[src/rtl/egd_pkg.sv]
// Shared types and default parameters for the order-0 Exp-Golomb decoder.
// Latency: n/a (declarations only).
// Backpressure: n/a (declarations only).
package egd_pkg;

  // Default decoded-value width and largest supported leading-zero count.
  localparam int DATA_W_DEF     = 4;
  localparam int MAX_PREFIX_DEF = 4;

  // Decoder sequencing states.
  typedef enum logic [1:0] {
    SKIP   = 2'd0,
    PREFIX = 2'd1,
    SUFFIX = 2'd2,
    OUT    = 2'd3
  } state_t;

endpackage

[src/rtl/egd_decoder.sv]
// Serial ue(v) Exp-Golomb decoder: one code bit per cycle in, one DATA_W-bit value out.
// Latency: valid rises the cycle after the edge that consumed the last bit of a codeword.
// Backpressure: busy is high only in the OUT cycle; the source holds its bit across it.
module egd_decoder
  import egd_pkg::*;
#(
  parameter int DATA_W     = DATA_W_DEF,
  parameter int MAX_PREFIX = MAX_PREFIX_DEF
) (
  input  logic              clk,
  input  logic              rst,
  input  logic              si_data,
  output logic [DATA_W-1:0] po_data,
  output logic              valid,
  output logic              busy
);

  // Counters are 3 bits wide, enough for a prefix of up to 7 zeros.
  localparam logic [2:0]    ZCNT_MAX = 3'(MAX_PREFIX);
  localparam logic [DATA_W:0] ONE    = {{DATA_W{1'b0}}, 1'b1};

  state_t              state;
  state_t              state_nxt;
  logic [2:0]          zcnt;
  logic [2:0]          zcnt_nxt;
  logic [2:0]          remaining;
  logic [2:0]          remaining_nxt;
  logic [DATA_W-1:0]   info;
  logic [DATA_W-1:0]   info_nxt;
  logic [DATA_W-1:0]   po_reg;
  logic [DATA_W-1:0]   po_nxt;
  logic [DATA_W:0]     value_sum;

  // Next-state, counter and result computation; the value is formed one edge
  // early so po_data is a plain register during the OUT cycle.
  always_comb begin
    state_nxt     = state;
    zcnt_nxt      = zcnt;
    remaining_nxt = remaining;
    info_nxt      = info;
    po_nxt        = po_reg;
    value_sum     = '0;
    case (state)
      SKIP: begin
        // The bit present in the first post-reset cycle is never trusted.
        state_nxt = PREFIX;
      end
      PREFIX: begin
        if (!si_data) begin
          // Saturate so an over-long prefix cannot wrap the counter.
          if (zcnt != ZCNT_MAX) begin
            zcnt_nxt = zcnt + 3'd1;
          end
        end else if (zcnt == 3'd0) begin
          po_nxt    = '0;
          state_nxt = OUT;
        end else begin
          info_nxt      = '0;
          remaining_nxt = zcnt;
          state_nxt     = SUFFIX;
        end
      end
      SUFFIX: begin
        info_nxt      = {info[DATA_W-2:0], si_data};
        remaining_nxt = remaining - 3'd1;
        if (remaining == 3'd1) begin
          // Oversized codes simply lose their carry here; there is no error flag.
          value_sum = (ONE << zcnt) - ONE + {1'b0, info_nxt};
          po_nxt    = value_sum[DATA_W-1:0];
          state_nxt = OUT;
        end
      end
      OUT: begin
        // No bit is consumed here; the held bit starts the next codeword.
        zcnt_nxt  = 3'd0;
        state_nxt = PREFIX;
      end
      default: begin
        state_nxt = SKIP;
      end
    endcase
  end

  // State and datapath registers with synchronous reset.
  always_ff @(posedge clk) begin
    if (rst) begin
      state     <= SKIP;
      zcnt      <= 3'd0;
      remaining <= 3'd0;
      info      <= '0;
      po_reg    <= '0;
    end else begin
      state     <= state_nxt;
      zcnt      <= zcnt_nxt;
      remaining <= remaining_nxt;
      info      <= info_nxt;
      po_reg    <= po_nxt;
    end
  end

  // Moore outputs: strobe and stall come from state alone, never from si_data.
  always_comb begin
    valid   = (state == OUT);
    busy    = (state == OUT);
    po_data = po_reg;
  end

endmodule

[config.mk]
export PLATFORM = sky130hd
export DESIGN_NAME = egd_decoder
export DESIGN_NICKNAME = d
export VERILOG_FILES = /design/src/rtl/egd_pkg.sv /design/src/rtl/egd_decoder.sv
export SDC_FILE = /design/constraint.sdc
export NUM_CORES = 1
export LEC_CHECK = 0
export ABC_CLOCK_PERIOD_IN_PS = 3650
export BUFFER_PORTS_ARGS = -buffer_cell sky130_fd_sc_hd__buf_4
export CAP_MARGIN = 20
export CELL_PAD_IN_SITES_DETAIL_PLACEMENT = 1
export CELL_PAD_IN_SITES_GLOBAL_PLACEMENT = 2
export CORE_UTILIZATION = 37
export DETAILED_ROUTE_END_ITERATION = 12
export GPL_TIMING_DRIVEN = 0
export PLACE_DENSITY = 0.8
export SLEW_MARGIN = 20
export SYNTH_ARGS = -nofsm -noshare
export SYNTH_HDL_FRONTEND = slang
export SYNTH_SLANG_ARGS = --single-unit
[constraint.sdc]
create_clock -name clk -period 3.65 [get_ports clk]
set_input_delay 0.365 -clock clk [delete_from_list [all_inputs] [get_ports clk]]
set_output_delay 0.365 -clock clk [all_outputs]
set_load 0.005 [all_outputs]
==> results, run 1 <==
- The flow ran to the end, and the final reports show no timing, DRC or antenna violations.
- Entering global routing, the biggest net connects 11 pins.
- The first global-routing pass estimated 3422 um of wire.
- The maximum fanout along the worst path is 5.
- After Yosys synthesis, XOR and XNOR cells account for 2.675% of the synthesized area.
- The CTS root buffer is sky130_fd_sc_hd__clkbuf_4.
- The number of inserted diodes is 0.
- After layout, the worst path uses between 60 and 70% of the clock period.
- The number of port buffers is 8.
- The number of max-slew violations in the final report is 0.
- The number of stages on the worst hold path is 2.
- The top-area cell type share of the netlist area is 30.57%.
- Measured along the y axis, the die boundary spans 53.52 um.
- By area the synthesized netlist is led by sky130_fd_sc_hd__dfxtp_1, sky130_fd_sc_hd__ha_1, sky130_fd_sc_hd__inv_1.
- The fraction of the mapped netlist area in compound gates is 20.64%.
- Dividing the detail-routed via count by the number of cells gives 5.082.
- The mux share of post-synthesis cell area is just over 1%.
- When the netlist entered floorplanning its net count stood at 135.
- For this run, the number of Yosys warnings is 0.
- The area share of fa/ha/maj cells after synthesis is between 10% and 20%.
- Power spread over the standard cell area amounts to ~490 mW/mm2.
- The cell internal power dissipation is 324.4 uW.
- The sink count of the clock tree is 15.
- The endpoint of the worst register-to-register path is po_data[3].
- The area of the die is 0.002864 mm2.
- In the post-route analysis, the smallest setup slack over all paths is 1.321 ns.
- In this run the core area contains 18 standard-cell rows.
- The count of maximum capacitance violations is 0.
- After detailed routing, the number of remaining DRC violations is 0.
- The half-perimeter wire length after placement is 1658 um.
- The effective utilization at floorplan is 39.29%.
- The worst min-delay path startpoint is rst.
- The netlist area before placement is ~980 um2.
- The type of the tightest min-delay check is in2reg.
- The remaining number of nets flagged by the antenna check after routing is 0.
- Clock latency on the worst-skew pair, taken at its later pin, is 0.29 ns.
- The routed design has 2052 um of wire.
- The post-synthesis share of cell area spent on and, or, nand and nor gates is 16.05%.
- The clock arrives with 0.001286 ns of skew.
- The global router's overall resource usage is 16.96%.
- The setup violation total in the final timing report is 0.
- Sequential cells account for 35.8% of the total power.
- The cell count of the worst reg-to-reg path is 12.
- The layout-stage area growth over the synthesis result is 12.61%.
- The synthesized design contains 15 register bits.
- Setup repair after global routing left no endpoint under its margin.
- Total power for the finished layout comes to 544.7 uW.
- The via count of the first global-routing pass is 797.
- For this design, the CTS-stage hold fixing added 0 buffers.
- The routed wire length per instance is 12.91 um.
- TritonCTS built the clock tree.
- The pre-CTS setup slack is 1.319 ns.
- Summing the sequential cell areas from Yosys gives 30.57% of the chip area.
- The instance count of the mapped netlist is 117.
- The count of H-tree levels built during CTS is 1.
- In this run, CTS created clock tree buffers numbering 3.
- In this run, distinct cell masters in the synthesized netlist total 30.
- The longest clock path from root to sink contains 2 buffers.
- The worst hold endpoint is remaining[0].
- The number of gates given a new drive strength after cts is 0.
- Based on the critical path, the design can be clocked at up to roughly 430 MHz.
- The per-instance average area after synthesis is roughly 8.4 um2.
- The critical path is of the reg2reg type.
- The part of the total power dissipated in the clock network is roughly a fifth.
- The actual slew at the worst max-slew pin is 0.5209 ns.
- The net count of the finished layout is 148.
- The worst setup path is captured at a flop.
- In this run switching power makes up 40.45% of total power.
- Global routing finished with a remaining overflow of 0.
- The data required time of the critical path is 3.88 ns.
- The final instance area is 0.001106 mm2.
- Measured against its own limit, the worst slew margin works out to 65.27%.
- Summing all placed instances gives a cell area of 0.001080 mm2.
- The number of endpoints with negative hold slack in the final report is 0.
- At the end of routability-driven placement, the weighted congestion stood at 0.7103.
- The buffer count from post-CTS setup fixing is 0.
- The number of antenna violations at the first check in global routing was 0.
- The pre-antenna-repair detailed-routing pass consisted of 4 iterations.
- The power spent charging and discharging nets is 220.3 uW.
- For the final routed database, the setup TNS stands at 0 ns.
- The minimum period implied by the final worst setup slack is 2.329 ns.
- The fraction of layout instances using a drive strength above 1 is 14.73%.
- The leakage power figure is 0.4528 nW.
- The via count is 808.
- The number of design-rule violations left by the first detailed-router iteration is 15.
- The worst reg2reg path startpoint is zcnt[0].
- The placeable core area is 0.002500 mm2.
- The category of the worst setup path launch point is a flop.
- Data on the critical path arrives at its endpoint at 2.56 ns.
- The combinational family with the most area after synthesis is compound AO/OA/AOI/OAI gates.
- The die is 53.52 um wide.
- The register-to-register setup slack is around 1.3 ns.
- The synthesized design spends more area on one cell type than any other, namely sky130_fd_sc_hd__dfxtp_1.
- The total I/O pin count is 9.
- Clock-pin slew was measured on the worst setup and hold paths at approximately 0.1 ns.
- Per report_power, the combinational group accounts for 45.4% of the total.
- IR analysis of the VDD net gives a maximum drop of 0.0003239 V.
-- state kept, by name (all words and copies together) (netlist names) --
| name | flops |
|---|---|
| po_data | 4 |
| info | 3 |
| zcnt | 3 |
| remaining | 3 |
| state | 2 |
-- worst max-delay path: stages, from the launching register on --
cell                      delay [ns]
sky130_fd_sc_hd__dfxtp_1        0.41
sky130_fd_sc_hd__inv_1          0.11
sky130_fd_sc_hd__ha_1           0.22
sky130_fd_sc_hd__nor2b_4        0.15
sky130_fd_sc_hd__inv_2          0.09
sky130_fd_sc_hd__ha_1           0.15
sky130_fd_sc_hd__inv_1          0.04
sky130_fd_sc_hd__ha_1           0.19
sky130_fd_sc_hd__fa_1           0.37
sky130_fd_sc_hd__xor2_1         0.16
sky130_fd_sc_hd__xnor2_1        0.16
sky130_fd_sc_hd__nand2_1        0.07
sky130_fd_sc_hd__a21oi_1        0.15
-- power by group through the flow --
stage	clock [mW]	sequential (mW)	combinational, mW
2_1_floorplan	0	0.195	0.192
3_3_place_gp	0	0.198	0.244
3_5_place_dp	0	0.200	0.251
4_1_cts	0.107	0.196	0.252
5_1_grt	0.113	0.198	0.286
6_report	0.102	0.195	0.248
-- synthesized netlist by cell type --
| library cell | number |
|---|---|
| sky130_fd_sc_hd__a2111oi_4 | 1 |
| sky130_fd_sc_hd__a211oi_1 | 2 |
| sky130_fd_sc_hd__a21oi_1 | 11 |
| sky130_fd_sc_hd__a221o_2 | 1 |
| sky130_fd_sc_hd__a22oi_1 | 2 |
| sky130_fd_sc_hd__a31oi_1 | 1 |
| sky130_fd_sc_hd__and2b_1 | 1 |
| sky130_fd_sc_hd__and2b_4 | 1 |
| sky130_fd_sc_hd__and3b_1 | 1 |
| sky130_fd_sc_hd__buf_4 | 1 |
| sky130_fd_sc_hd__buf_6 | 1 |
| sky130_fd_sc_hd__clkbuf_1 | 2 |
| sky130_fd_sc_hd__dfxtp_1 | 15 |
| sky130_fd_sc_hd__fa_1 | 1 |
| sky130_fd_sc_hd__ha_1 | 14 |
| sky130_fd_sc_hd__inv_1 | 16 |
| sky130_fd_sc_hd__inv_2 | 1 |
| sky130_fd_sc_hd__mux2i_1 | 1 |
| sky130_fd_sc_hd__nand2_1 | 15 |
| sky130_fd_sc_hd__nand2b_1 | 2 |
| sky130_fd_sc_hd__nand3_1 | 4 |
| sky130_fd_sc_hd__nor2_1 | 6 |
| sky130_fd_sc_hd__nor2b_1 | 1 |
| sky130_fd_sc_hd__nor2b_4 | 1 |
| sky130_fd_sc_hd__o211ai_1 | 2 |
| sky130_fd_sc_hd__o21ai_0 | 7 |
| sky130_fd_sc_hd__o22a_2 | 1 |
| sky130_fd_sc_hd__o22ai_1 | 2 |
| sky130_fd_sc_hd__xnor2_1 | 2 |
| sky130_fd_sc_hd__xor2_1 | 1 |
-- cells in the final DEF, fill, tap and decap left out, drive strengths merged --
cell type and instances:
a2111oi 1, a211oi 2, a21oi 11, a221o 1, a22oi 2, a31oi 1, and2b 2, and3b 1
buf 10, clkbuf 6, dfxtp 15, fa 1, ha 14, inv 17, mux2i 1, nand2 15
nand2b 2, nand3 4, nor2 6, nor2b 2, o211ai 2, o21ai 7, o22a 1, o22ai 2
xnor2 2, xor2 1
-- worst max-delay path by stage --
| stage | to | startpoint | depth (start not counted) |
|---|---|---|---|
| CTS | po_data[3] | zcnt[0] | 12 |
| global placement | po_data[3] | zcnt[0] | 12 |
| finish | po_data[3] | zcnt[0] | 12 |
| global route | po_data[3] | zcnt[0] | 12 |
| floorplan | po_data[3] | zcnt[0] | 12 |
| detailed placement | po_data[3] | zcnt[0] | 12 |
-- routing by layer --
layer | track usage [%] | up-vias | part of all wire (%)
met5 | 0 | - | 0
met4 | 7.895 | 0 | 1.8
met3 | 3.448 | 5 | 2.3
met2 | 28.13 | 9 | 45
met1 | 20.75 | 379 | 51
li1 | - | 415 | -
-- layout make-up --
type	instances	area, um2
buffer	4	26.28
clock buffer	4	26.28
inverter	17	63.81
timing repair buffer	8	60.06
multi-input combinational	81	591.8
fill	327	1394
tap	30	37.54
sequential	15	300.3
-- logic make-up after synthesis --
family | count (synthesis)
xor+xnor | 3
flops | 15
simple gates | 32
buf+inv | 21
mux | 1
fa+ha+maj | 15
compound gates | 30
-- per-stage QoR --
stage | std cells | hold slack [ns] | util, %
global route | 159 | 0.2648 | 44.24
CTS | 159 | 0.2660 | 44.24
floorplan | 117 | 0.4258 | -
global placement | 155 | 0.4409 | 43.19
finish | 159 | 0.2691 | 44.24
detailed placement | 155 | 0.4459 | 43.19
(Power assumes the default switching activity.)
==> inputs of run 2 (changes only) <==
--- a/config.mk
+++ b/config.mk
@@ -5,15 +5,15 @@
 export SDC_FILE = /design/constraint.sdc
 export NUM_CORES = 1
 export LEC_CHECK = 0
-export ABC_CLOCK_PERIOD_IN_PS = 3650
+export ABC_CLOCK_PERIOD_IN_PS = 2200
 export BUFFER_PORTS_ARGS = -buffer_cell sky130_fd_sc_hd__buf_4
 export CAP_MARGIN = 20
 export CELL_PAD_IN_SITES_DETAIL_PLACEMENT = 1
 export CELL_PAD_IN_SITES_GLOBAL_PLACEMENT = 2
-export CORE_UTILIZATION = 37
+export CORE_UTILIZATION = 34
 export DETAILED_ROUTE_END_ITERATION = 12
 export GPL_TIMING_DRIVEN = 0
-export PLACE_DENSITY = 0.8
+export PLACE_DENSITY = 0.75
 export SLEW_MARGIN = 20
 export SYNTH_ARGS = -nofsm -noshare
 export SYNTH_HDL_FRONTEND = slang
==> constraint.sdc (replaced) <==
create_clock -name clk -period 2.2 [get_ports clk]
set_input_delay 0.22 -clock clk [delete_from_list [all_inputs] [get_ports clk]]
set_output_delay 0.22 -clock clk [all_outputs]
set_load 0.005 [all_outputs]
==> results, run 2 (synthesized netlist as in run 1, its figures left out) <==
- The worst clock skew on the final layout came to 0.001089 ns (was 0.001286 ns).
- The maximum count of clock buffers along a single path is 2 (unchanged).
- The count of maximum capacitance violations is 0 (unchanged).
- The power density over the cells is 792.4 mW/mm2 (was 492.5 mW/mm2).
- The element type at the critical path end is a flop (unchanged).
- The via count is 835 (was 808).
- The upper clock frequency limit is 482.7 MHz (was 429.4 MHz).
- The setup violation total in the final timing report is 0 (unchanged).
- The leading cell type in the layout, fill and taps excluded is sky130_fd_sc_hd__buf_4 (was sky130_fd_sc_hd__inv_1).
- The remaining number of nets flagged by the antenna check after routing came to 0 (unchanged).
- The average via count per standard cell came to 4.970 (was 5.082).
- The total I/O pin count was 9 (unchanged).
- The slowest cell on the critical path is sky130_fd_sc_hd__dfxtp_4 (was sky130_fd_sc_hd__dfxtp_1).
- The number of stages on the worst hold path came to 2 (unchanged).
- The half-perimeter wire length after placement was 1672 um (was 1658 um).
- The global router's overall resource usage is 15.06% (was 16.96%).
- The global-route wire length before repair was 3712 um (was 3422 um).
- The clock transition at the registers of the reported paths is 0.09 ns (was 0.10 ns).
- The area of the die is 0.003108 mm2 (was 0.002864 mm2).
- The DRC violation count after routing is 0 (unchanged).
- The overall die width is 55.75 um (was 53.52 um).
- Cells along the critical path: inv_4 > ha_4 > nor2b_4 > inv_2 > ha_4 > inv_2 > ha_4 > fa_2 > xor2_2 > xnor2_1 > nand2_1 > a21oi_2 (was inv_1 > ha_1 > nor2b_4 > inv_2 > ha_1 > inv_1 > ha_1 > fa_1 > xor2_1 > xnor2_1 > nand2_1 > a21oi_1).
- The relative max-transition margin is 64.83% (was 65.27%).
- The maximum fanout along the worst path was 4 (was 5).
- The number of cell rows was 19 (was 18).
- The placeable core area was 0.002758 mm2 (was 0.002500 mm2).
- The layout-stage area growth over the synthesis result is 26.62% (was 12.61%).
- The portion of the clock cycle consumed by the worst path in the final layout is 94.17% (was 63.81%).
- The fraction of layout instances using a drive strength above 1 is 28.47% (was 14.73%).
- The number of port buffers is 8 (unchanged).
- The clock tree from TritonCTS is done (unchanged).
- The number of inserted diodes came to 0 (unchanged).
- RSZ-0062 raised after global routing: yes (was no).
- The arrival time at the worst endpoint is 2.29 ns (was 2.56 ns).
- The category of the worst setup path launch point is a flop (unchanged).
- The number of antenna violations at the first check in global routing is 0 (unchanged).
- The cell count of the worst reg-to-reg path was 12 (unchanged).
- The overall routed net length was 2226 um (was 2052 um).
- The launch point of the worst path is zcnt[0] (unchanged).
- The sink count of the clock tree is 15 (unchanged).
- The count of H-tree levels built during CTS is 1 (unchanged).
- The routability congestion estimate from global placement is 0.6735 (was 0.7103).
- The die boundary height is 55.75 um (was 53.52 um).
- The actual slew at the worst max-slew pin is 0.5275 ns (was 0.5209 ns).
- The register-to-register setup slack is 0.13 ns (was 1.32 ns).
- The data required time of the critical path is 2.42 ns (was 3.88 ns).
- Outcome: completed (unchanged).
- The routed wire length per instance is 13.25 um (was 12.91 um).
- The critical path start-end classification is reg2reg (unchanged).
- The effective utilization at floorplan came to 35.62% (was 39.29%).
- The endpoint of the worst register-to-register path is po_data[3] (unchanged).
- The worst min-delay path startpoint is rst (unchanged).
- The number of buffers inserted by hold repair at cts is 0 (unchanged).
- The worst reg2reg path startpoint is zcnt[0] (unchanged).
- The type of the tightest min-delay check is in2reg (unchanged).
- The total power after layout is 985.5 uW (was 544.7 uW).
- Most frequent cells in the layout: sky130_fd_sc_hd__buf_4, sky130_fd_sc_hd__nand2_1, sky130_fd_sc_hd__inv_1, sky130_fd_sc_hd__dfxtp_1 (was sky130_fd_sc_hd__inv_1, sky130_fd_sc_hd__nand2_1, sky130_fd_sc_hd__dfxtp_1).
- The number of endpoints with negative hold slack in the final report is 0 (unchanged).
- The number of design-rule violations left by the first detailed-router iteration is 7 (was 15).
- The via count of the first global-routing pass is 866 (was 797).
- The CTS root buffer is sky130_fd_sc_hd__clkbuf_4 (unchanged).
- The worst hold endpoint is remaining[1] (was remaining[0]).
- The number of max-slew violations in the final report is 0 (unchanged).
- The number of optimization iterations in the first detailed-route pass is 4 (unchanged).
- The minimum period implied by the final worst setup slack is 2.072 ns (was 2.329 ns).
- The number of clock buffers inserted by TritonCTS came to 3 (unchanged).
- The net total in the final layout is 156 (was 148).
- The leakage power figure came to 0.4985 nW (was 0.4528 nW).
- The most frequent cell on the critical path is sky130_fd_sc_hd__ha_4 (was sky130_fd_sc_hd__ha_1).
- The largest net degree at the start of global routing is 11 (unchanged).
- The critical path's largest stage delay is 0.40 ns (was 0.41 ns).
- The total grt overflow came to 0 (unchanged).
- The post-route setup TNS was 0 ns (unchanged).
- The number of flip-flops under the largest register name is 4 (unchanged).
- The maximum ir drop on the vdd rail is 0.0004683 V (was 0.0003239 V).
- The insertion delay to the later sink of the worst-skew pair was 0.28 ns (was 0.29 ns).
-- run 2: how the worst max path moves through the flow --
stage / end / slack (ns) / depth (start not counted)
2_1_floorplan: po_data[3] / 0.08 / 12
3_3_place_gp: po_data[3] / -0.12 / 12
3_5_place_dp: po_data[3] / -0.17 / 12
4_1_cts: po_data[3] / 0.04 / 12
5_1_grt: po_data[3] / 0.001 / 12
6_report: po_data[3] / 0.13 / 12
-- run 2: repair_timing --
item                                    4_1_cts  5_1_grt
setup buffers                                 2        6
pin swaps                                     2        7
endpoints found under the setup margin        1        1
gates resized for setup                       5       15
-- run 2: layout make-up --
class / instances / area [um2]
fillers: 333 / 1514
multi-input cells: 81 / 655.6
flip-flops and latches: 15 / 307.8
repair buffers: 16 / 120.1
inverters: 17 / 68.82
well taps: 31 / 38.79
clock buffers: 4 / 26.28
plain buffers: 4 / 26.28
-- run 2: where the power goes --
part | switching [mW] | internal (mW)
Sequential | 0.0297 | 0.300
Combinational | 0.271 | 0.227
Clock | 0.0872 | 0.0704
Total | 0.388 | 0.598
-- run 2: per-stage QoR --
step	util (%)	setup WS [ns]	cells	hold slack [ns]	area, um2
final	45.10	0.1282	168	0.1387	1244
after global routing	45.10	0.001417	168	0.1463	1244
after CTS	41.06	0.03871	162	0.1332	1132
after detailed placement	39.20	-0.1700	156	0.4423	1081
after global placement	39.20	-0.1187	156	0.4399	1081
after floorplan	-	0.08427	117	0.2891	982.2
-- run 2: worst max-delay path: cells and delay by family (launching register included) --
| kind | cells | cell delay [ns] |
|---|---|---|
| adder cells (fa/ha/maj) | 4 | 0.80 |
| flip-flops | 1 | 0.40 |
| XOR/XNOR | 2 | 0.30 |
| AND/OR/NAND/NOR | 2 | 0.21 |
| buffers and inverters | 3 | 0.17 |
| AO/OA/AOI/OAI | 1 | 0.13 |
-- run 2: layer usage --
layer  vias up  share of wire (%)  global-route usage [%]
li1        430                  -                       -
met1       397                 47                   18.67
met2         6                 50                   26.51
met3         2                1.6                   2.093
met4         0               0.58                   5.357
met5         -                  0                       0
